===== src/rtl/prio_coder_rr.sv =====
// Registered priority encoder / arbiter: fixed-priority (highest index wins) or
// round-robin from a pointer, with a valid/ack hold so a grant stays put until taken.
module prio_coder_rr #(
  parameter int N = 8,
  parameter int W = 3
) (
  input  logic         clk,
  input  logic         rst,
  input  logic [N-1:0] req,
  input  logic         en,
  input  logic         mode,
  input  logic         ack,
  output logic [W-1:0] code,
  output logic [N-1:0] grant,
  output logic         valid,
  output logic         multi
);

  logic [W-1:0] code_q, code_d;
  logic [N-1:0] grant_q, grant_d;
  logic         valid_q, valid_d;
  logic         multi_q, multi_d;
  logic [W-1:0] ptr_q, ptr_d;

  logic [W-1:0] fix_idx;
  logic [W-1:0] rr_upper_idx;
  logic         rr_upper_found;
  logic [W-1:0] rr_low_idx;
  logic [W-1:0] sel_idx;
  logic         req_any;
  logic         req_multi;
  logic         sample;

  // Fixed priority: scanning upward, the last set bit seen is the highest index.
  always_comb begin
    fix_idx = '0;
    for (int i = 0; i < N; i++) begin
      if (req[i]) fix_idx = W'(i);
    end
  end

  // Round robin: lowest set index above ptr if any, otherwise the lowest set
  // index overall (which wraps past N-1 to 0 and may land on ptr itself).
  always_comb begin
    rr_upper_idx   = '0;
    rr_upper_found = 1'b0;
    rr_low_idx     = '0;
    for (int i = N - 1; i >= 0; i--) begin
      if (req[i]) begin
        rr_low_idx = W'(i);
        if (i > int'(ptr_q)) begin
          rr_upper_idx   = W'(i);
          rr_upper_found = 1'b1;
        end
      end
    end
  end

  always_comb begin
    req_any   = |req;
    req_multi = (req & (req - N'(1))) != '0;
    sample    = en && (!valid_q || ack);
    if (mode) sel_idx = rr_upper_found ? rr_upper_idx : rr_low_idx;
    else      sel_idx = fix_idx;
  end

  always_comb begin
    code_d  = code_q;
    grant_d = grant_q;
    valid_d = valid_q;
    multi_d = multi_q;
    ptr_d   = ptr_q;
    if (sample) begin
      if (req_any) begin
        code_d  = sel_idx;
        valid_d = 1'b1;
        multi_d = req_multi;
        ptr_d   = sel_idx;
        for (int i = 0; i < N; i++) begin
          grant_d[i] = (sel_idx == W'(i));
        end
      end else begin
        valid_d = 1'b0;
        grant_d = '0;
        multi_d = 1'b0;
      end
    end else if (ack && !en) begin
      // Consumer took the grant but sampling is off: retire it, take nothing new.
      valid_d = 1'b0;
      grant_d = '0;
      multi_d = 1'b0;
    end
  end

  always_ff @(posedge clk or posedge rst) begin
    if (rst) begin
      code_q  <= '0;
      grant_q <= '0;
      valid_q <= 1'b0;
      multi_q <= 1'b0;
      ptr_q   <= W'(N - 1);
    end else begin
      code_q  <= code_d;
      grant_q <= grant_d;
      valid_q <= valid_d;
      multi_q <= multi_d;
      ptr_q   <= ptr_d;
    end
  end

  assign code  = code_q;
  assign grant = grant_q;
  assign valid = valid_q;
  assign multi = multi_q;

endmodule


===== config.mk =====
export PLATFORM = sky130hd
export DESIGN_NAME = prio_coder_rr
export DESIGN_NICKNAME = d
export VERILOG_FILES = /design/src/rtl/prio_coder_rr.sv
export SDC_FILE = /design/constraint.sdc
export NUM_CORES = 1
export LEC_CHECK = 0
export BUFFER_PORTS_ARGS = -buffer_cell sky130_fd_sc_hd__buf_2
export CAP_MARGIN = 0
export CELL_PAD_IN_SITES_DETAIL_PLACEMENT = 0
export CELL_PAD_IN_SITES_GLOBAL_PLACEMENT = 2
export CORE_MARGIN = 2
export CORE_UTILIZATION = 33
export DETAILED_ROUTE_END_ITERATION = 6
export GPL_TIMING_DRIVEN = 0
export PLACE_DENSITY_LB_ADDON = 0.1
export SLEW_MARGIN = 5
export SYNTH_ARGS = -nofsm -noshare
export SYNTH_HDL_FRONTEND = slang
export SYNTH_SLANG_ARGS = --single-unit

===== constraint.sdc =====
create_clock -name clk -period 3.3 [get_ports clk]
set_clock_uncertainty 0.15 [all_clocks]
set_input_delay 0.495 -clock clk [delete_from_list [all_inputs] [get_ports clk]]
set_output_delay 0.495 -clock clk [all_outputs]
set_load 0.05 [all_outputs]

======== After elaboration in Yosys (flattened, before gate mapping) ========
Cells that the tools add are included.
word-level totals
  flip-flop bits (word level) ............. 16
  input bits .............................. 13
  logic and storage cells ................. 84
cells by class
  $add $sub $neg .......................... 1
  order comparisons ....................... 7
  equality and inequality tests ........... 7
  multiplexer cells ....................... 53
  bitwise operators ....................... 1
  reduce and logical (&&, ||, !) cells .... 10
operators with widths
  cell                                                                   count
  3-bit 2-to-1 mux                                                       30
  8-bit 2-to-1 mux                                                       3
  1-bit 2-to-1 mux                                                       20
  3-bit equality test, second input constant                             4
  3-bit > comparator, first input constant                               4
  8-bit AND                                                              1
  8-bit nonzero test                                                     1
  8-bit OR reduction                                                     1
  8-bit by 1-bit subtractor with 8-bit output, second input constant     1
  3-bit by 2-bit equality test with 1-bit output, second input constant  2
  2-bit by 3-bit > comparator with 1-bit output, first input constant    2
  3-bit by 1-bit equality test with 1-bit output, second input constant  1
  1-bit by 3-bit > comparator with 1-bit output, first input constant    1
  3-bit logical NOT                                                      1
  1-bit logical AND                                                      2
  1-bit logical NOT                                                      2
  2-bit AND reduction                                                    1
  2-bit nonzero test                                                     1
  1-bit logical OR                                                       1

======== Longest topological paths before layout ========
  depth in word-level cells ............... 20
  mapped depth ............................ 7
  depth with buffers taken out ............ 6

======== Worst setup path before layout ========
Ideal clock, no wire load.
  kind .................................... input to register
  start point ............................. in req[4]
  end point ............................... reg multi_q, in the netlist multi
  library setup time ...................... 0.135 ns
  data arrival time ....................... 1.769 ns
  required time ........................... 3.015 ns
  setup slack ............................. 1.246 ns
  stages on the path ...................... 7
  path buffers ............................ 1
  cells stage by stage .................... buf_2 or4_4 maj3_2 nor2_1 a21oi_1 o21ai_1 o311ai_1
between the ends
  word-level cells in the longest chain between the ends .. 5
  elaborated cells between the ends (all ways) .. 6
  those cells by class .................... add/sub: 1; mux: 2; bitwise: 1; reduce/logical: 2
RTL lines
  what                                         RTL line  text
  from (decl)                                  9         input logic [N-1:0] req,
  8-bit by 1-bit subtractor with 8-bit output  61        req_multi = (req & (req - N'(1))) != '0;
  8-bit AND                                    61
  8-bit nonzero test                           61
  1-bit 2-to-1 mux *                           74        if (req_any) begin
  1-bit 2-to-1 mux *                           73        if (sample) begin
  to (signal assigned)                         106       multi_q <= multi_d;
  to (decl)                                    22        logic multi_q, multi_d;
Every way passes the cells marked *; elsewhere a longest branch is shown, timed or not.
A chain may end at the register's enable or synchronous reset.

======== Worst setup path in the final report ========
  start point ............................. reg ptr_q[1]
  end point ............................... reg grant_q[1], in the netlist grant[1]
between the ends
  word-level cells in the longest chain between the ends .. 20
  elaborated cells between the ends (all ways) .. 40
  those cells by class .................... order compare: 7; eq/ne: 1; mux: 32
RTL lines
  what                                                         RTL line  text
  from (decl)                                                  23        logic [W-1:0] ptr_q, ptr_d;
  from (signal assigned)                                       101       ptr_q <= W'(N - 1);
  from (signal assigned)                                       107       ptr_q <= ptr_d;
  3-bit > comparator                                           51        if (i > int'(ptr_q)) begin
  3-bit 2-to-1 mux / 1-bit 2-to-1 mux (equally long branches)  51
  3-bit 2-to-1 mux / 1-bit 2-to-1 mux (equally long branches)  49        if (req[i]) begin
  3-bit 2-to-1 mux / 1-bit 2-to-1 mux (equally long branches)  51
  3-bit 2-to-1 mux / 1-bit 2-to-1 mux (equally long branches)  49
  3-bit 2-to-1 mux / 1-bit 2-to-1 mux (equally long branches)  51
  3-bit 2-to-1 mux / 1-bit 2-to-1 mux (equally long branches)  49
  3-bit 2-to-1 mux / 1-bit 2-to-1 mux (equally long branches)  51
  (+3 left out)                                                --
  3-bit 2-to-1 mux / 1-bit 2-to-1 mux (equally long branches)  51
  3-bit 2-to-1 mux / 1-bit 2-to-1 mux (equally long branches)  49
  3-bit 2-to-1 mux / 1-bit 2-to-1 mux (equally long branches)  51
  3-bit 2-to-1 mux / 1-bit 2-to-1 mux (equally long branches)  49
  3-bit 2-to-1 mux * (2 in series)                             63        if (mode) sel_idx = rr_upper_found ? rr_upper_idx : rr_low_idx;
  3-bit by 1-bit equality test with 1-bit output *             80        grant_d[i] = (sel_idx == W'(i));
  8-bit 2-to-1 mux *                                           74
  8-bit 2-to-1 mux *                                           73
  to (signal assigned)                                         104       grant_q <= grant_d;
  to (decl)                                                    20        logic [N-1:0] grant_q, grant_d;
Marks and branches as above.

==> impl_metrics.ini <==
[worst_setup_path]
critical_path_class = reg -> reg
arrival_ns = 2.23
required_ns = 3.39
r2r_start = ptr_q[1]$_DFFE_PP1P_
cpMaxStageDelayCell = dfstp_2
slowest_delay_ns = 0.56
crit_path_max_fanout = 10
crit_buf_inv = 1
r2r.worst_path.cells = 7
cp_top_family = compound AO/OA/AOI/OAI gates
worstPathCellList = buf_4 > a21boi_2 > o21ai_1 > and2_1 > o2111ai_1 > a32oi_1 > a41o_1
critPathLaunchType = flop
reg2reg_to = grant[1]$_DFFE_PP0P_
r2r_setup_slack_ns = 1.16
cp-end-kind = flop

[detailed_routing]
wl_um = 2630
firstDrtPassIters = 4
routedWlPerCell_um = 13.5
drt_iter0_drc = 62
postRouteAntennaNets = 0
vias = 1020
drcViolationCount = 0
viasPerCell = 5.23

[cts]
clock_latency_ns = 0.29
htree_levels = 1
clk_path_buf_depth = 2
cts_resized = 0
tritoncts = built
clk_pin_slew_ns = 0.09
post_cts_buffers = 0
cts_buffers = 3
hold_buffers = 0
cts_sinks = 16
root_buffer = clkbuf_4

[floorplan]
die-height_um = 62.0
rows = 21
fp.dieW_um = 62.0
io_pins = 26
coreArea_um2 = 3280
dieArea_um2 = 3840
start_util_pct = 33.8

[sta]
finalHoldViolCount = 0
worst_pin_slew_ns = 0.720
fin_crit_sh_pct = 64.8
fin_setup_tns_ns = 0
rsz0062_at_grt = false
fmax_ghz = 0.468
drv_slew = 0
maxSlewHeadroom_pct = 52.0
finalSetupViolations = 0
finalCriticalPeriod_ns = 2.14

[yosys]
avgSynthCellArea_um2 = 8.94
synth_warnings = 0
ys_seq_area_share_pct = 36.5
synth_area_leaders = dfrtp_1, dfstp_2, nand2_1
synth_cell_types = 45
netlist_area_um2 = 1110
synth_fp_nets = 137
synth_top_area_cell = dfrtp_1
ys_seq_elements = 16
syn_inst = 124
synth_top_area_share_pct = 29.3

[pwr]
p_leak_nw = 0.617
peakVddDrop_mv = 0.299
power_density_nw_per_um2 = 504
finalPower_uw = 659

[global_route]
grt_max_degree = 17
track_usage_pct = 15.3
grt_overflow = 0
grt_pass1_wl_um = 4360
antenna_found_initial = 0
grt_pass1_vias = 922

[placement]
hpwl_um = 2050
io_buffer_count = 21
gp_congestion = 0.744
dpl_cell_area_um2 = 1270

[flow_run]
maxCapViolCount = 0

[finish]
syn2layout_area_growth_pct = 17.9
drive_above_1_share_pct = 32.2
design_area_um2 = 1310
layout_common_cells = buf_2, nand2_1, dfrtp_1, a21oi_1, nor2_1
final_nets = 163
antenna_cells = 0
layout_commonest_cell = buf_2

[worst_hold_path]
hp-class = in -> async

[run_status]
status = complete, no violations
-- Yosys cell counts (all sizes together) --
cell     instances
nand2           19
dfrtp           13
a21oi            9
o21ai            9
buf              8
nor2             7
nor2b            5
o31ai            5
inv              4
a32o             3
and2             3
dfstp            3
nor3             3
o21bai           3
a211o            2
a21boi           2
a21o             2
a41o             2
maj3             2
nand2b           2
nand3            2
nor4             2
o311ai           2
a211oi           1
a31o             1
a32oi            1
and3             1
nand3b           1
o2111ai          1
o211ai           1
o41ai            1
or2              1
or3              1
or3b             1
or4              1
-- state kept, by name (all words and copies together), names as in the netlist --
| register | cells |
|---|---|
| multi | 1 |
| valid | 1 |
| code | 3 |
| ptr_q | 3 |
| grant | 8 |
-- cell families after synthesis --
logic type | Yosys count | share of synthesized area, %
AO/OA/AOI/OAI | 45 | 31.9
adder cells (fa/ha/maj) | 2 | 1.92
buffers and inverters | 12 | 7.11
flip-flops | 16 | 36.5
AND/OR/NAND/NOR | 49 | 22.6
-- how the worst max path moves through the flow --
stage / to / slack [ns] / startpoint / cells past startpoint
global placement: grant[6]$_DFFE_PP0P_ / 1.03 / req[2] / 6
detailed placement: grant[6]$_DFFE_PP0P_ / 1.04 / req[2] / 6
CTS: grant[1]$_DFFE_PP0P_ / 1.13 / ptr_q[1]$_DFFE_PP1P_ / 7
finish: grant[1]$_DFFE_PP0P_ / 1.16 / ptr_q[1]$_DFFE_PP1P_ / 7
global route: grant[2]$_DFFE_PP0P_ / 0.92 / ptr_q[1]$_DFFE_PP1P_ / 7
floorplan: multi$_DFFE_PP0P_ / 1.25 / req[4] / 7
-- area by class of cell --
cell class                      instances  area (um2)
Buffer                                  8        63.8
Clock buffer                            4        36.3
Fill cell                             342        1980
Inverter                                4        15.0
Multi-Input combinational cell         96         626
Sequential cell                        16         404
Tap cell                               46        57.6
Timing Repair Buffer                   21         105
-- power by group --
part           switching [mW]  leakage (nW)  total (mW)  internal (mW)
Clock                  0.0638        0.0210       0.131         0.0673
Combinational           0.186         0.397       0.278         0.0912
Sequential             0.0205         0.199       0.250          0.229
-- per-stage QoR --
stage	setup WS, ns	std cells	utilization [%]	hold slack, ns
2_1_floorplan	1.25	124	-	0.257
3_3_place_gp	1.03	191	38.7	0.310
3_5_place_dp	1.04	191	38.7	0.313
4_1_cts	1.13	195	39.8	0.121
5_1_grt	0.916	195	39.8	0.148
6_report	1.16	195	39.8	0.101
-- routing by layer --
metal  track usage, %  up-vias  wire length, um  part of all wire (%)
li1                 -      509                -                     -
met1             21.6      481             1220                    46
met2             24.3       25             1270                    49
met3             1.66        5               92                   3.5
met4             5.47        0               38                   1.4
met5                0        -                0                     0
Note: power is estimated with default switching activity, not from simulation.
